### src/rtl/audio_pkg.sv
// Shared definitions for the audio ADC receive path: default widths, FSM state codes
// and the packed stereo frame layout (left channel in the MSBs).
package audio_pkg;

  localparam int CH_WIDTH           = 16;
  localparam int DEFAULT_DATA_WIDTH = 2 * CH_WIDTH;

  localparam logic [1:0] ST_SYNC  = 2'd0;
  localparam logic [1:0] ST_LEFT  = 2'd1;
  localparam logic [1:0] ST_RIGHT = 2'd2;

  typedef struct packed {
    logic [CH_WIDTH-1:0] left;
    logic [CH_WIDTH-1:0] right;
  } frame_t;

endpackage

### src/rtl/audio_rx_fifo.sv
// Single-clock show-ahead frame FIFO; rdata holds the head word in a register so it
// only moves on a pop or on a write into an empty buffer.
module audio_rx_fifo #(
  parameter int WIDTH = 32,
  parameter int DEPTH = 128
) (
  input  logic                     clk,
  input  logic                     reset,
  input  logic                     clear,
  input  logic                     wr,
  input  logic [WIDTH-1:0]         wdata,
  input  logic                     rd,
  output logic [WIDTH-1:0]         rdata,
  output logic                     full,
  output logic                     empty,
  output logic [$clog2(DEPTH):0]   usedw
);

  localparam int AW = $clog2(DEPTH);

  logic [WIDTH-1:0] mem [DEPTH];
  logic [AW-1:0]    wr_ptr;
  logic [AW-1:0]    rd_ptr;
  logic [AW-1:0]    rd_next;
  logic [AW:0]      count;
  logic             wr_ok;
  logic             rd_ok;

  assign full    = (count == (AW+1)'(DEPTH));
  assign empty   = (count == '0);
  assign usedw   = count;
  assign rd_next = rd_ptr + 1'b1;
  // A full buffer still accepts a write when the same cycle pops a word.
  assign wr_ok   = wr && (!full || rd);
  assign rd_ok   = rd && !empty;

  always_ff @(posedge clk) begin
    if (wr_ok) mem[wr_ptr] <= wdata;
  end

  always_ff @(posedge clk) begin
    if (reset || clear) begin
      wr_ptr <= '0;
      rd_ptr <= '0;
      count  <= '0;
      rdata  <= '0;
    end else begin
      if (wr_ok) wr_ptr <= wr_ptr + 1'b1;
      if (rd_ok) rd_ptr <= rd_next;
      count <= count + (AW+1)'(wr_ok) - (AW+1)'(rd_ok);
      // Popping the last word leaves rdata at its old value unless a write refills it.
      if (rd_ok) begin
        if (count > (AW+1)'(1)) rdata <= mem[rd_next];
        else if (wr_ok)         rdata <= wdata;
      end else if (wr_ok && empty) begin
        rdata <= wdata;
      end
    end
  end

endmodule

### src/rtl/audio_adc_rx.sv
// Left-justified codec ADC receiver: oversamples bclk/adclrc/adcdat, assembles one
// {left,right} frame per adclrc period and queues it in a show-ahead FIFO.
module audio_adc_rx
  import audio_pkg::*;
#(
  parameter int DATA_WIDTH  = DEFAULT_DATA_WIDTH,
  parameter int FIFO_DEPTH  = 128,
  parameter int SYNC_STAGES = 2
) (
  input  logic                          clk,
  input  logic                          reset,
  input  logic                          read,
  output logic [DATA_WIDTH-1:0]         readdata,
  output logic                          empty,
  output logic [$clog2(FIFO_DEPTH):0]   usedw,
  output logic                          overrun,
  input  logic                          clear,
  input  logic                          bclk,
  input  logic                          adclrc,
  input  logic                          adcdat
);

  localparam int CW = DATA_WIDTH / 2;

  logic [SYNC_STAGES-1:0] bclk_sync;
  logic [SYNC_STAGES-1:0] lrc_sync;
  logic [SYNC_STAGES-1:0] dat_sync;
  logic                   bclk_hist;
  logic                   lrc_now;
  logic                   dat_now;
  logic                   bclk_rise;
  logic                   lrc_last;
  logic                   lrc_chg;
  logic                   flush;

  logic [1:0]             state;
  logic [CW-1:0]          shift_reg;
  logic [CW-1:0]          bit_mask;
  logic [CW-1:0]          left_hold;
  logic                   push;
  logic [DATA_WIDTH-1:0]  push_data;
  logic                   fifo_full;

  assign flush     = reset || clear;
  assign lrc_now   = lrc_sync[SYNC_STAGES-1];
  assign dat_now   = dat_sync[SYNC_STAGES-1];
  assign bclk_rise = bclk_sync[SYNC_STAGES-1] && !bclk_hist;
  assign lrc_chg   = (lrc_now != lrc_last);

  always_ff @(posedge clk) begin
    if (flush) begin
      bclk_sync <= '0;
      lrc_sync  <= '0;
      dat_sync  <= '0;
      bclk_hist <= 1'b0;
    end else begin
      bclk_sync <= {bclk_sync[SYNC_STAGES-2:0], bclk};
      lrc_sync  <= {lrc_sync[SYNC_STAGES-2:0], adclrc};
      dat_sync  <= {dat_sync[SYNC_STAGES-2:0], adcdat};
      bclk_hist <= bclk_sync[SYNC_STAGES-1];
    end
  end

  // bit_mask marks the next half-word position to fill; once it shifts out, extra bits
  // are ignored, and a short channel simply leaves its low bits at zero.
  always_ff @(posedge clk) begin
    if (flush) begin
      state     <= ST_SYNC;
      lrc_last  <= 1'b0;
      shift_reg <= '0;
      bit_mask  <= '0;
      left_hold <= '0;
      push      <= 1'b0;
      push_data <= '0;
    end else begin
      push <= 1'b0;
      if (bclk_rise) begin
        lrc_last <= lrc_now;
        if (lrc_chg) begin
          shift_reg <= CW'(dat_now) << (CW - 1);
          bit_mask  <= CW'(1) << (CW - 2);
          case (state)
            ST_SYNC: begin
              if (!lrc_now) state <= ST_LEFT;
            end
            ST_LEFT: begin
              if (lrc_now) begin
                left_hold <= shift_reg;
                state     <= ST_RIGHT;
              end
            end
            ST_RIGHT: begin
              if (!lrc_now) begin
                push      <= 1'b1;
                push_data <= {left_hold, shift_reg};
                state     <= ST_LEFT;
              end
            end
            default: state <= ST_SYNC;
          endcase
        end else begin
          shift_reg <= shift_reg | (dat_now ? bit_mask : '0);
          bit_mask  <= bit_mask >> 1;
        end
      end
    end
  end

  always_ff @(posedge clk) begin
    if (flush)                               overrun <= 1'b0;
    else if (push && fifo_full && !read)     overrun <= 1'b1;
  end

  audio_rx_fifo #(
    .WIDTH (DATA_WIDTH),
    .DEPTH (FIFO_DEPTH)
  ) u_fifo (
    .clk   (clk),
    .reset (reset),
    .clear (clear),
    .wr    (push),
    .wdata (push_data),
    .rd    (read),
    .rdata (readdata),
    .full  (fifo_full),
    .empty (empty),
    .usedw (usedw)
  );

endmodule

### config.mk
export PLATFORM = sky130hd
export DESIGN_NAME = audio_adc_rx
export DESIGN_NICKNAME = d
export VERILOG_FILES = /design/src/rtl/audio_pkg.sv /design/src/rtl/audio_rx_fifo.sv /design/src/rtl/audio_adc_rx.sv
export SDC_FILE = /design/constraint.sdc
export NUM_CORES = 2
export LEC_CHECK = 0
export CORE_UTILIZATION = 55
export DETAILED_ROUTE_END_ITERATION = 10
export PLACE_DENSITY = 0.71
export SYNTH_ARGS = -nofsm -noshare
export SYNTH_HDL_FRONTEND = slang
export SYNTH_SLANG_ARGS = --single-unit
### constraint.sdc
create_clock -name clk -period 9 [get_ports clk]
set_input_delay 2.25 -clock clk [delete_from_list [all_inputs] [get_ports clk]]
set_output_delay 2.25 -clock clk [all_outputs]
set_load 0.03 [all_outputs]
=== Word-level counts from Yosys, hierarchy flattened ===
Memories as Yosys holds them, arrays and structs flattened.
Index checks and enable logic that the tools add are counted.

* Flip-flop bits (word level): 146
* Output and inout port bits: 42
* RAM bits: 4,096
* Memories: 1
* Input bits: 7
* Logic and storage cells: 68

{| class="wikitable"
|+ Memory list
! memory !! depth !! width !! read ports !! clocked after Yosys merged registers in !! write ports !! line !! source
|-
| u_fifo.mem || 128 || 32 || 1 || 0 || 1 || audio_rx_fifo.sv:21 || <nowiki>logic [WIDTH-1:0] mem [DEPTH];</nowiki>
|}

* Bitwise logic cells: 5
* $lt $le $gt $ge: 1
* Equal/unequal tests: 7
* Reduce and logical (&&, ||, !) cells: 21
* $add $sub $neg: 4
* Multiplexer cells: 13

{| class="wikitable"
|+ Operators with widths
! kind !! number
|-
| 2-to-1 mux 32 bit || 4
|-
| 2-to-1 mux 16 bit || 2
|-
| OR 16 bit || 1
|-
| 2-to-1 mux 15 bit || 1
|-
| adder 7 x 1 -> 7 bit (second input constant) || 2
|-
| AND reduction 4 bit || 3
|-
| adder 8 x 1 -> 8 bit || 1
|-
| equality test 8 bit (second input constant) || 1
|-
| > comparator 8 x 1 -> 1 bit (second input constant) || 1
|-
| zero test 8 bit || 1
|-
| subtractor 8 x 1 -> 8 bit || 1
|-
| logical AND 1 bit || 6
|-
| zero test 1 bit || 4
|-
| 2-to-1 mux 2 bit || 2
|-
| != test 2 bit (second input constant) || 2
|-
| inverter 1 bit || 4
|-
| one-hot mux 2 bit (2 select lines) || 1
|-
| OR reduction 4 bit || 1
|-
| 2-to-1 mux 1 bit || 3
|-
| != test 3 x 2 -> 1 bit (second input constant) || 1
|-
| equality test 2 x 1 -> 1 bit (second input constant) || 1
|-
| equality test 2 bit (second input constant) || 1
|-
| zero test 2 bit || 1
|-
| logical OR 1 bit || 2
|-
| 4 further kinds || 4
|}

=== Depth between registers and ports, before layout ===
* Depth in word-level cells: 7
* Gate-level depth with buffers: 19
* Mapped depth without buffers: 19

=== Cells and area by module ===
From an unflattened synthesis, not the netlist that was laid out.

* Cells, all modules: 7,746
* Area total of the unflattened synthesis: 162,965.0 sq um

{| class="wikitable"
|+ By module, submodules not included
! module !! area an instance (sq um) !! instances !! sequential area each (sq um) !! cells an instance
|-
| audio_rx_fifo || 159,730.7 || 1 || 124,079.0 || 7,407
|-
| audio_adc_rx || 3,234.4 || 1 || 1,821.7 || 339
|}

=== Worst setup path after synthesis ===
No wires, ideal clock.

* Kind: input port to flip-flop
* Start: input read
* End: memory u_fifo.mem[127][0] (enable)
* Arrival: 4.961 ns
* Data required time: 8.579 ns
* Stages: 7
* Path buffers: 3
* Slack: 3.618 ns
* Setup time: 0.421 ns
* Path through: clkbuf_1 -> inv_1 -> a31oi_1 -> buf_2 -> nand4_1 -> clkbuf_1 -> nor2_1

* Longest elaborated chain between the ends: 4

{| class="wikitable"
|+ Ends and longest elaborated chain
! what !! line !! source
|-
| start, declared || audio_adc_rx.sv:12 || <nowiki>input logic read,</nowiki>
|-
| logical OR 1 bit || audio_rx_fifo.sv:34 || <nowiki>assign wr_ok = wr && (!full || rd);</nowiki>
|-
| logical AND 1 bit || audio_rx_fifo.sv:34 ||
|-
| net u_fifo.wr_ok || audio_rx_fifo.sv:26 || <nowiki>logic wr_ok;</nowiki>
|-
| 2-to-1 mux 1 bit || audio_rx_fifo.sv:38 || <nowiki>if (wr_ok) mem[wr_ptr] <= wdata;</nowiki>
|-
| 2-to-1 mux 1 bit (not written as such) || audio_rx_fifo.sv:38 ||
|-
| end, declared || audio_rx_fifo.sv:21 ||
|}

The timed path passes the listed nets, and every way through them passes these cells.

=== Worst setup path in the final report ===
* Start: input read
* End: memory u_fifo.mem[27][13] (enable)

* Longest elaborated chain between the ends: 4

{| class="wikitable"
|+ Ends and longest elaborated chain
! what !! line
|-
| logical OR 1 bit || audio_rx_fifo.sv:34
|-
| logical AND 1 bit || audio_rx_fifo.sv:34
|-
| 2-to-1 mux 1 bit || audio_rx_fifo.sv:38
|-
| 2-to-1 mux 1 bit (not written as such) || audio_rx_fifo.sv:38
|}

No other way between the ends.

==> impl_metrics.sql <==
INSERT INTO impl_metrics (metric_group, metric, value, unit) VALUES
('grt', 'grt_remaining_overflow', '0', ''),
('pwr', 'power.switching_fraction', '0.230', ''),
('timing', 'worst_clock_skew', '80.5', 'ps'),
('cells_and_area', 'footprint_of_the_multi_input_gates', '35300', 'um2'),
('clock_tree', 'cts_tree', 'yes', ''),
('status', 'status', 'finished, final reports clean', ''),
('worst_setup_path', 'register_to_register_path_setup_slack', '3740', 'ps'),
('worst_setup_path', 'worst-endpoint-required', '9530', 'ps'),
('hold_path', 'hold_path_class', 'register to register', ''),
('cells_and_area', 'max_flop_register', 'u_fifo.mem', ''),
('timing', 'fin_crit', '6460', 'ps'),
('timing', 'maxSlewViolCount', '0', ''),
('pwr', 'share_comb_of_total_power', '0.099', ''),
('pwr', 'power_frac_clock', '0.402', ''),
('pwr', 'power_leakage', '51.0', 'nW'),
('floorplanning', 'fp.dieH', '545', 'um'),
('detailed_routing', 'routed-via-count', '80831', ''),
('floorplanning', 'placeableCoreArea', '294000', 'um2'),
('cells_and_area', 'fillCellCount', '19442', ''),
('timing', 'final.period_utilization', '0.718', ''),
('timing', 'timing.max_slew.rel_slack', '0.110', ''),
('worst_setup_path', 'critPathCaptureType', 'register', ''),
('floorplanning', 'chipWidth', '545', 'um'),
('synthesis', 'yosysWarnings', '0', ''),
('synthesis', 'post_synth_fa_ha_maj_area_fraction', '0.00128', ''),
('placed_design', 'dp.final_hpwl', '237000', 'um'),
('worst_setup_path', 'critical_register_to_register_path_startpoint', 'u_fifo.usedw[4]', ''),
('detailed_routing', 'wl', '416000', 'um'),
('clock_tree', 'clk_latency', '970', 'ps'),
('clock_tree', 'cts.root.buffer_cell', 'clkbuf_16', ''),
('synthesis', 'synth_top_flop_cell', 'edfxtp_1', ''),
('pwr', 'seqPwrFrac', '0.499', ''),
('clock_tree', 'cts_resized', '0', ''),
('worst_setup_path', 'worstPathCellList', 'clkdlybuf4s50_1 > inv_1 > a31oi_1 > inv_1 > nor2_1 > nand3_2 > buf_4 > nor2_4', ''),
('worst_setup_path', 'timing.critical_path.from_type', 'primary input', ''),
('synthesis', 'synthesis.instances', '7771', ''),
('synthesis', 'number_of_nets_in_the_synthesized_netlist', '7794', ''),
('timing', 'rsz0062_at_grt', 'false', ''),
('timing', 'worstMarginPinSlew', '1330', 'ps'),
('floorplanning', 'die_area', '297000', 'um2'),
('pwr', 'p_per_area', '236', 'nW/um2'),
('pwr', 'finalPower', '0.0429', 'W'),
('cells_and_area', 'net_count_of_the_finished_layout', '7930', ''),
('timing', 'hold_viol', '0', ''),
('pwr', 'power_report.internal_total', '0.0331', 'W'),
('detailed_routing', 'detailedRoute.firstPassIterationCount', '6', ''),
('clock_tree', 'numClockSinks', '4241', ''),
('synthesis', 'post_synth.cell_area_avg', '20.9', 'um2'),
('grt', 'gr-usage-all-layers', '0.280', ''),
('synthesis', 'ys_seq_area_frac', '0.776', ''),
('pwr', 'power.ir.vdd_worst', '189', 'uV'),
('cells_and_area', 'final_core_util', '0.619', ''),
('synthesis', 'synth-seq-cells', '4241', ''),
('synthesis', 'synth_simple_gate_area_frac', '0.0349', ''),
('detailed_routing', 'post_drt_wl_per_cell', '34.1', 'um'),
('worst_setup_path', 'cp_slowest_cell', 'a31oi_1', ''),
('detailed_routing', 'first_iter_violations', '11853', ''),
('cells_and_area', 'largestRegisters', 'u_fifo.mem: 4096 flops, push_data: 32 flops, u_fifo.rdata: 32 flops', ''),
('synthesis', 'post_synth_instance_area', '162000', 'um2'),
('floorplanning', 'placement_rows', '199', ''),
('placed_design', 'gp_congestion', '0.916', ''),
('placed_design', 'port_buffers', '48', ''),
('synthesis', 'yosys.cell_types.count', '62', ''),
('clock_tree', 'clkTransAtPathRegs', '60', 'ps'),
('worst_setup_path', 'ff2ff_path_depth', '10', ''),
('grt', 'global_route_wire_length_before_repair', '584000', 'um'),
('synthesis', 'synth_enable_flop_cells', '4096', ''),
('detailed_routing', 'routed_vias_inst', '6.63', ''),
('grt', 'grt_pass1_vias', '79363', ''),
('worst_setup_path', 'r2r-end', 'u_fifo.mem[27][13]', ''),
('worst_setup_path', 'crit_fanout', '32', '');
-- cell usage after synthesis, types with 3 or more instances --
master	number	area, um2
o21ai_0	15	75.1
xnor2_1	7	61.3
o22ai_1	36	225
or2_2	3	18.8
or3_1	5	31.3
o21ai_1	4	20.0
and3_1	4	25.0
a311oi_1	30	263
nand2b_1	8	50.1
nor4_1	4	25.0
mux2i_1	112	1120
xor2_1	8	70.1
clkbuf_1	245	920
nand2_1	692	2600
and2_1	74	463
nor2_1	187	702
o221ai_1	32	280
buf_6	8	90.1
edfxtp_1	4096	123000
a211oi_1	66	495
nor2b_1	6	37.5
inv_1	20	75.1
and4_1	31	272
nor3_1	33	165
a21oi_1	267	1340
a31oi_1	67	419
nand4_1	71	444
nand4b_1	3	26.3
buf_4	22	165
a221oi_1	31	272
nand3_1	145	726
a21o_1	3	22.5
dfxtp_1	145	2900
buf_2	154	771
mux4_2	1028	23200
a2bb2oi_1	30	263
ha_1	15	188
buf_1	35	131
-- cells by family after synthesis --
logic type | count (synthesis)
xor gates and xnor gates | 17
and+or+nand+nor | 1274
adders and majority gates | 16
muxes | 1140
DFF | 4241
buffers and inverters | 485
AOI/OAI and AO/OA | 598
-- critical path: cells and delay by family --
kind | cells | cell delay [ps]
buf+inv | 4 | 1670
simple gates | 3 | 1950
compound gates | 1 | 1070
-- area by class of cell --
cell class	instances	area share
multi-input combinational	3045	0.194
antenna	18	0.000248
inverter	21	0.000434
tap	3919	0.0270
clock inverter	247	0.0151
sequential	4241	0.694
timing repair buffer	185	0.00948
clock buffer	514	0.0595
-- power groups by stage --
stage | clock, W | sequential [W] | combinational (W)
2_1_floorplan | 0 | 0.0219 | 0.00301
4_1_cts | 0.0174 | 0.0214 | 0.00427
3_3_place_gp | 0 | 0.0218 | 0.00422
5_1_grt | 0.0181 | 0.0214 | 0.00448
6_report | 0.0173 | 0.0214 | 0.00426
3_5_place_dp | 0 | 0.0218 | 0.00424
-- per-layer routing --
metal / GRT usage / part of all wire / vias to the layer above
li1: - / - / 32439
met1: 0.391 / 0.37 / 42763
met2: 0.431 / 0.47 / 4816
met3: 0.0611 / 0.11 / 805
met4: 0.122 / 0.050 / 8
met5: 0 / 0.00015 / -
-- placed cells by master (no fill, tap or decap), types with 34 or more instances in the layout --
cell type | netlist | routed
nor2_4 | 0 | 129
mux4_2 | 1028 | 1028
clkbuf_16 | 0 | 416
clkinv_1 | 1 | 90
nand2_1 | 692 | 691
a21oi_1 | 267 | 267
clkdlybuf4s50_1 | 0 | 48
a31oi_1 | 67 | 67
clkinv_2 | 0 | 74
mux2i_1 | 112 | 112
nor2_1 | 187 | 57
nand4_1 | 71 | 71
a211oi_1 | 66 | 66
bufinv_16 | 0 | 43
clkbuf_1 | 245 | 94
dfxtp_1 | 145 | 112
buf_4 | 22 | 120
edfxtp_1 | 4096 | 4096
nand3_1 | 145 | 143
o22ai_1 | 36 | 34
and2_1 | 74 | 74
-- stage by stage --
stage | hold WS [ps] | worst slack [ps] | instance area (um2) | cells
finish | 444 | 2540 | 182000 | 12190
global route | 461 | 2390 | 182000 | 12184
CTS | 445 | 2630 | 182000 | 12172
floorplan | 406 | 3620 | 162000 | 7771
detailed placement | 425 | 1630 | 168000 | 11411
global placement | 429 | 1750 | 168000 | 11411
-- worst min path at each step --
stage | endpoint | cells after the start | from
final | push_data[26] | 2 | left_hold[10]
after global routing | dat_sync[1] | 1 | dat_sync[0]
after CTS | push_data[31] | 2 | left_hold[15]
after detailed placement | dat_sync[1] | 1 | dat_sync[0]
after global placement | dat_sync[1] | 1 | dat_sync[0]
after floorplan | bclk_sync[1] | 1 | bclk_sync[0]
Note: power is estimated with default switching activity, not from simulation.
